### src/rtl/cv_seq_capture_if.sv
// Bundle between the sequence generator / consumer side and the capture block.
// Handshake: an entry moves from the capture FIFO to the consumer on a rising
// CLK edge exactly when RD_VLD and RD_RDY are both high. RD_VLD never waits on
// RD_RDY. The head entry (RD_SEQ/RD_NOM) stays stable until the edge that pops
// it. RD_RDY may be high while RD_VLD is low; nothing moves then.
interface cv_seq_capture_if #(
   parameter int DEPTH = 8,
   parameter int W     = 4
);
   localparam int CW = $clog2(DEPTH + 1);

   logic          STEP;
   logic [W-1:0]  SEQ;
   logic [W-1:0]  NOM;
   logic          EN;
   logic          TRIG;
   logic [W-1:0]  MATCH_VAL;
   logic          CLR;
   logic          RD_RDY;
   logic          RD_VLD;
   logic [W-1:0]  RD_SEQ;
   logic [W-1:0]  RD_NOM;
   logic [CW-1:0] CNT;
   logic          FULL;
   logic          EMPTY;
   logic          OVF;
   logic          MATCH;
   logic [1:0]    STATE;

   // Generator / consumer side.
   modport master (
      output STEP, SEQ, NOM, EN, TRIG, MATCH_VAL, CLR, RD_RDY,
      input  RD_VLD, RD_SEQ, RD_NOM, CNT, FULL, EMPTY, OVF, MATCH, STATE
   );

   // Capture block side.
   modport slave (
      input  STEP, SEQ, NOM, EN, TRIG, MATCH_VAL, CLR, RD_RDY,
      output RD_VLD, RD_SEQ, RD_NOM, CNT, FULL, EMPTY, OVF, MATCH, STATE
   );
endinterface

### src/rtl/cv_seq_capture.sv
// Captures {SEQ,NOM} on rising edges of STEP into a first-word-fall-through
// FIFO, either freely (TRIG=0) or after SEQ first equals MATCH_VAL (TRIG=1).
// STATE is exported so the capture phase is always observable.
module cv_seq_capture #(
   parameter int DEPTH = 8,
   parameter int W     = 4
) (
   input  logic            CLK,
   input  logic            RST,
   cv_seq_capture_if.slave bus
);
   localparam int CW = $clog2(DEPTH + 1);
   localparam int PW = $clog2(DEPTH);

   localparam logic [1:0]    S_IDLE   = 2'd0;
   localparam logic [1:0]    S_ARM    = 2'd1;
   localparam logic [1:0]    S_RUN    = 2'd2;
   localparam logic [CW-1:0] CNT_FULL = CW'(DEPTH);

   logic           step_q;
   logic [1:0]     state;
   logic [1:0]     state_nxt;
   logic [CW-1:0]  cnt;
   logic [PW-1:0]  wr_ptr;
   logic [PW-1:0]  rd_ptr;
   logic           ovf;
   logic           match_q;
   logic [2*W-1:0] mem [DEPTH];

   logic step_ev;
   logic hit;
   logic wr_req;
   logic full;
   logic empty;
   logic pop;
   logic do_wr;
   logic drop;

   // A step event is the first cycle STEP is seen high; hit marks an event
   // whose SEQ equals the compare value.
   assign step_ev = bus.STEP & ~step_q;
   assign hit     = step_ev & (bus.SEQ == bus.MATCH_VAL);

   // The trigger sample itself is recorded, so ARM writes on the matching event.
   assign wr_req = step_ev & ((state == S_RUN) | ((state == S_ARM) & hit));
   assign full   = (cnt == CNT_FULL);
   assign empty  = (cnt == '0);
   assign pop    = ~empty & bus.RD_RDY;
   // A pop frees the slot at the same edge, so a full FIFO still accepts then.
   assign do_wr  = wr_req & (~full | pop);
   assign drop   = wr_req & full & ~pop;

   // Capture phase sequencing; dropping EN always returns to IDLE.
   always_comb begin
      state_nxt = state;
      case (state)
         S_IDLE: if (bus.EN) state_nxt = bus.TRIG ? S_ARM : S_RUN;
         S_ARM: begin
            if (!bus.EN)  state_nxt = S_IDLE;
            else if (hit) state_nxt = S_RUN;
         end
         S_RUN:  if (!bus.EN) state_nxt = S_IDLE;
         default: state_nxt = S_IDLE;
      endcase
   end

   // Edge detector history; keeps sampling through CLR.
   always_ff @(posedge CLK or negedge RST) begin
      if (!RST) step_q <= 1'b0;
      else      step_q <= bus.STEP;
   end

   // Phase, sticky overflow and the one-cycle match pulse.
   always_ff @(posedge CLK or negedge RST) begin
      if (!RST) begin
         state   <= S_IDLE;
         ovf     <= 1'b0;
         match_q <= 1'b0;
      end else if (bus.CLR) begin
         state   <= S_IDLE;
         ovf     <= 1'b0;
         match_q <= 1'b0;
      end else begin
         state   <= state_nxt;
         match_q <= hit & (state != S_IDLE);
         if (drop) ovf <= 1'b1;
      end
   end

   // FIFO pointers and occupancy; pointers wrap naturally at DEPTH.
   always_ff @(posedge CLK or negedge RST) begin
      if (!RST) begin
         wr_ptr <= '0;
         rd_ptr <= '0;
         cnt    <= '0;
      end else if (bus.CLR) begin
         wr_ptr <= '0;
         rd_ptr <= '0;
         cnt    <= '0;
      end else begin
         if (do_wr) wr_ptr <= wr_ptr + PW'(1);
         if (pop)   rd_ptr <= rd_ptr + PW'(1);
         case ({do_wr, pop})
            2'b10:   cnt <= cnt + CW'(1);
            2'b01:   cnt <= cnt - CW'(1);
            default: cnt <= cnt;
         endcase
      end
   end

   // Entry storage; contents need no reset since EMPTY masks the read port.
   always_ff @(posedge CLK) begin
      if (do_wr && !bus.CLR) mem[wr_ptr] <= {bus.SEQ, bus.NOM};
   end

   assign bus.RD_VLD = ~empty;
   assign bus.RD_SEQ = empty ? '0 : mem[rd_ptr][2*W-1:W];
   assign bus.RD_NOM = empty ? '0 : mem[rd_ptr][W-1:0];
   assign bus.CNT    = cnt;
   assign bus.FULL   = full;
   assign bus.EMPTY  = empty;
   assign bus.OVF    = ovf;
   assign bus.MATCH  = match_q;
   assign bus.STATE  = state;
endmodule

### src/flat_wrapper.sv
// flat-port wrapper written by rule: the top's interface ports become plain ports
module cv_seq_capture_flat 
#(
   parameter int DEPTH = 8,
   parameter int W     = 4
)
  (CLK, RST, bus_STEP, bus_SEQ, bus_NOM, bus_EN, bus_TRIG, bus_MATCH_VAL, bus_CLR, bus_RD_RDY, bus_RD_VLD, bus_RD_SEQ, bus_RD_NOM, bus_CNT, bus_FULL, bus_EMPTY, bus_OVF, bus_MATCH, bus_STATE);
  cv_seq_capture_if #(.DEPTH(DEPTH), .W(W)) bus_i ();
  input  logic CLK;
  input  logic RST;
  input wire logic [$bits(bus_i.STEP)-1:0] bus_STEP;
  input wire logic [$bits(bus_i.SEQ)-1:0] bus_SEQ;
  input wire logic [$bits(bus_i.NOM)-1:0] bus_NOM;
  input wire logic [$bits(bus_i.EN)-1:0] bus_EN;
  input wire logic [$bits(bus_i.TRIG)-1:0] bus_TRIG;
  input wire logic [$bits(bus_i.MATCH_VAL)-1:0] bus_MATCH_VAL;
  input wire logic [$bits(bus_i.CLR)-1:0] bus_CLR;
  input wire logic [$bits(bus_i.RD_RDY)-1:0] bus_RD_RDY;
  output wire logic [$bits(bus_i.RD_VLD)-1:0] bus_RD_VLD;
  output wire logic [$bits(bus_i.RD_SEQ)-1:0] bus_RD_SEQ;
  output wire logic [$bits(bus_i.RD_NOM)-1:0] bus_RD_NOM;
  output wire logic [$bits(bus_i.CNT)-1:0] bus_CNT;
  output wire logic [$bits(bus_i.FULL)-1:0] bus_FULL;
  output wire logic [$bits(bus_i.EMPTY)-1:0] bus_EMPTY;
  output wire logic [$bits(bus_i.OVF)-1:0] bus_OVF;
  output wire logic [$bits(bus_i.MATCH)-1:0] bus_MATCH;
  output wire logic [$bits(bus_i.STATE)-1:0] bus_STATE;
  assign bus_i.STEP = bus_STEP;
  assign bus_i.SEQ = bus_SEQ;
  assign bus_i.NOM = bus_NOM;
  assign bus_i.EN = bus_EN;
  assign bus_i.TRIG = bus_TRIG;
  assign bus_i.MATCH_VAL = bus_MATCH_VAL;
  assign bus_i.CLR = bus_CLR;
  assign bus_i.RD_RDY = bus_RD_RDY;
  assign bus_RD_VLD = bus_i.RD_VLD;
  assign bus_RD_SEQ = bus_i.RD_SEQ;
  assign bus_RD_NOM = bus_i.RD_NOM;
  assign bus_CNT = bus_i.CNT;
  assign bus_FULL = bus_i.FULL;
  assign bus_EMPTY = bus_i.EMPTY;
  assign bus_OVF = bus_i.OVF;
  assign bus_MATCH = bus_i.MATCH;
  assign bus_STATE = bus_i.STATE;
  cv_seq_capture #(.DEPTH(DEPTH), .W(W)) u_core (.CLK(CLK), .RST(RST), .bus(bus_i));
endmodule
### config.mk
export PLATFORM = sky130hd
export DESIGN_NAME = cv_seq_capture_flat
export DESIGN_NICKNAME = d
export VERILOG_FILES = /design/src/rtl/cv_seq_capture_if.sv /design/src/rtl/cv_seq_capture.sv /design/src/flat_wrapper.sv
export SDC_FILE = /design/constraint.sdc
export NUM_CORES = 1
export LEC_CHECK = 0
export CAP_MARGIN = 20
export CELL_PAD_IN_SITES_DETAIL_PLACEMENT = 0
export CELL_PAD_IN_SITES_GLOBAL_PLACEMENT = 1
export CORE_MARGIN = 2
export CORE_UTILIZATION = 51
export DETAILED_ROUTE_END_ITERATION = 7
export PLACE_DENSITY_LB_ADDON = 0.25
export SYNTH_ARGS = -nofsm -noshare
export SYNTH_HDL_FRONTEND = slang
export SYNTH_SLANG_ARGS = --single-unit
### constraint.sdc
create_clock -name CLK -period 5.7 [get_ports CLK]
set_input_delay 0.855 -clock CLK [delete_from_list [all_inputs] [get_ports CLK]]
set_output_delay 0.855 -clock CLK [all_outputs]
set_load 0.01 [all_outputs]
==> flow_metrics.env <==
export IMPL_cts_clk_slew_worst_paths_ns=0.07
export IMPL_fp_dieH_um=85.9
export IMPL_drv_slew=0
export IMPL_hold_viol_final=0
export IMPL_avgSynthCellArea_um2=16.6
export IMPL_fin_util_pct=63.4
export IMPL_overflow=0
export IMPL_dp_hpwl_mm=4.04
export IMPL_yosys_warnings=0
export IMPL_fmax_mhz=286
export IMPL_final_cell_mix="edfxtp_1 (64), clkdlybuf4s50_1 (37), nor2_1 (26), mux4_2 (16), dfrtp_1 (15)"
export IMPL_syn_area_mm2=0.00342
export IMPL_ys_seq_area_share_pct=67.1
export IMPL_drt_iter0_drc=128
export IMPL_clock_path_buffers=2
export IMPL_rows=29
export IMPL_required_ns=5.92
export IMPL_synth_simple_area_share_pct=8.11
export IMPL_path_class="input pin to register"
export IMPL_whs_ns=0.516
export IMPL_mostFrequentLayoutCell="edfxtp_1"
export IMPL_crit_path_start_kind="input pin"
export IMPL_diodes=0
export IMPL_wl_per_cell_um=18.8
export IMPL_p_total_w=0.00142
export IMPL_cts_buffers=9
export IMPL_ys_types=41
export IMPL_portBuffers=37
export IMPL_core_mm2=0.00642
export IMPL_route_detailed_drc=0
export IMPL_routed_via_count=1834
export IMPL_h_tree_depth=3
export IMPL_endpoint_kind="register"
export IMPL_ctsResizeCount=0
export IMPL_crit_arrival_ns=3.72
export IMPL_clkLatencyLatePin_ns=0.35
export IMPL_synth_top_family_by_area="multiplexers"
export IMPL_relSlewSlack_pct=42.0
export IMPL_cts_tree="yes"
export IMPL_finalSetupViolations=0
export IMPL_path_max_fanout=9
export IMPL_synth_xor_xnor_area_share_pct=2.05
export IMPL_ys_seq_elements=79
export IMPL_nNetsFinal=274
export IMPL_finalClockSkew_ns=0.00977
export IMPL_gp_congestion=0.739
export IMPL_min_path_type="register to register"
export IMPL_max_stage_delay_ns=0.65
export IMPL_grt_pass1_wl_mm=9.80
export IMPL_syn_num_nets=230
export IMPL_cp_slowest_cell="clkdlybuf4s50_1"
export IMPL_synthMuxAreaShare_pct=15.2
export IMPL_rsz0062_at_grt="false"
export IMPL_routed_wl_mm=6.26
export IMPL_setup_tns_ns=0
export IMPL_cts_setup_buffers=0
export IMPL_place_ws_ns=1.89
export IMPL_vias_per_cell=5.52
export IMPL_cts_root_buf="clkbuf_8"
export IMPL_period_minus_slack_ns=3.50
export IMPL_synthCells=206
export IMPL_ant_nets=0
export IMPL_cellPowerDensity_mw_per_mm2=350
export IMPL_start_util_pct=53.3
export IMPL_drt_pass1_iter_count=4
export IMPL_dieArea_mm2=0.00739
export IMPL_cts_sinks=79
export IMPL_drive_above_1_share_pct=16.9
export IMPL_grt_pass1_vias=1782
export IMPL_grt_antenna_before_repair=0
export IMPL_area_growth_pct=18.9
export IMPL_path_cells="clkdlybuf4s50_1, xor2_1, nor3_1, a21oi_1, ha_1, a21o_1, a21oi_1, nor2_1, a22oi_1, mux2_1"
export IMPL_max_vdd_ir_drop_v=0.000178
export IMPL_fin_crit_sh_pct=61.3
export IMPL_leakage_nw=1.38
export IMPL_status="completed"
export IMPL_layout_setup_ws_ns=2.20
export IMPL_ioPinCount=38
export IMPL_cp_common_cell="a21oi_1"
export IMPL_max_cap_violations=0
export IMPL_cts_hold_buf=0
export IMPL_yosys_area_share_adder_pct=2.05
export IMPL_worstMarginPinSlew_ns=0.867
export IMPL_grt_max_degree=24
export IMPL_synth_compound_area_share_pct=3.98
export IMPL_fp_dieW_um=85.9
export IMPL_grt_usage_pct=18.4
==> critical path: cells and delay by family <==
family,cells,cell delay (ns)
XOR/XNOR,1,0.38
AND/OR/NAND/NOR,2,0.22
AO/OA/AOI/OAI,4,0.95
adder cells (fa/ha/maj),1,0.32
multiplexers,1,0.35
buffers and inverters,1,0.65
==> area by class of cell <==
cell class,instances,area [um2]
inverter,6,22.5
clock inverter,6,37.5
tap,77,96.3
multi-input combinational,114,1080
clock buffer,10,128
timing repair buffer,40,413
fill,477,2350
sequential,79,2300
==> cell usage after synthesis <==
cell type	instances	share of area, %
nand3b_1	1	0.22
nand2_1	6	0.66
nor3b_1	1	0.22
buf_2	2	0.29
nor2b_1	3	0.55
a21oi_2	1	0.26
o21ba_4	1	0.48
or2b_1	1	0.22
fa_1	1	0.58
inv_1	4	0.44
a22oi_1	1	0.22
mux2_4	2	0.88
a21o_1	1	0.22
buf_1	2	0.22
a2111oi_4	1	0.80
o41a_1	1	0.33
o21ai_0	1	0.15
a21o_2	1	0.26
nor3_1	3	0.44
nand2_2	1	0.18
or3_1	1	0.18
nor3_4	1	0.48
dfrtp_1	15	11
ha_1	4	1.5
clkinv_1	1	0.11
a211o_1	1	0.26
nand4bb_1	1	0.33
nor4b_1	1	0.26
nand2b_1	5	0.91
a21oi_1	7	1.0
mux2_1	1	0.33
edfxtp_1	64	56
mux4_2	16	11
inv_2	1	0.11
or3b_2	1	0.26
nor2_1	26	2.8
mux2i_1	12	3.5
xor2_1	5	1.3
clkbuf_1	3	0.33
nor4_1	2	0.37
xnor2_1	3	0.77
==> worst paths after layout <==
path | start | end | slack [ns] | cells past startpoint
min in group asynchronous | RST | u_core.rd_ptr[1] | 0.94 | 1
setup reg to reg | u_core.bus.CNT[0] | u_core.bus.CNT[3] | 3.02 | 9
max in group asynchronous | RST | u_core.rd_ptr[0] | 4.31 | 1
hold / removal | u_core.bus.OVF | u_core.bus.OVF | 0.52 | 2
setup / recovery | bus_SEQ[1] | u_core.bus.CNT[3] | 2.20 | 10
hold reg to reg | u_core.bus.OVF | u_core.bus.OVF | 0.52 | 2
==> metrics by stage <==
stage          instances  area (um2)
6_report             332        4070
3_3_place_gp         315        3880
5_1_grt              332        4070
3_5_place_dp         315        3880
4_1_cts              331        4040
2_1_floorplan        206        3420
==> cells by family (layout without fill, tap and decap cells) <==
kind of cell | count (synthesis) | in the layout
compound gates | 16 | 16
xor+xnor | 8 | 8
fa+ha+maj | 5 | 5
buf+inv | 13 | 62
flops | 79 | 79
mux | 31 | 31
simple gates | 54 | 54
==> sequential cells by signal (all words and copies together) (netlist names) <==
name and flops:
u_core.mem 64, u_core.bus.OVF 1, u_core.bus.MATCH 1, u_core.step_q 1
u_core.rd_ptr 3, u_core.bus.CNT 4, u_core.bus.STATE 2, u_core.wr_ptr 3
==> metal layers <==
metal,GRT usage [%],vias up,wire (um)
met1,26.9,915,2880
met2,26.6,38,2920
met4,7.36,0,113
met5,0,-,0
li1,-,872,-
met3,5.10,9,337
==> report_power, final <==
part	switching, W	total, W	leakage (nW)	internal [W]
Sequential	0.0000301	0.000666	0.780	0.000636
Clock	0.000198	0.000354	0.0797	0.000156
Combinational	0.000183	0.000403	0.521	0.000220
Total	0.000411	0.00142	1.38	0.00101
No activity file was read; power rests on OpenSTA's default activity.
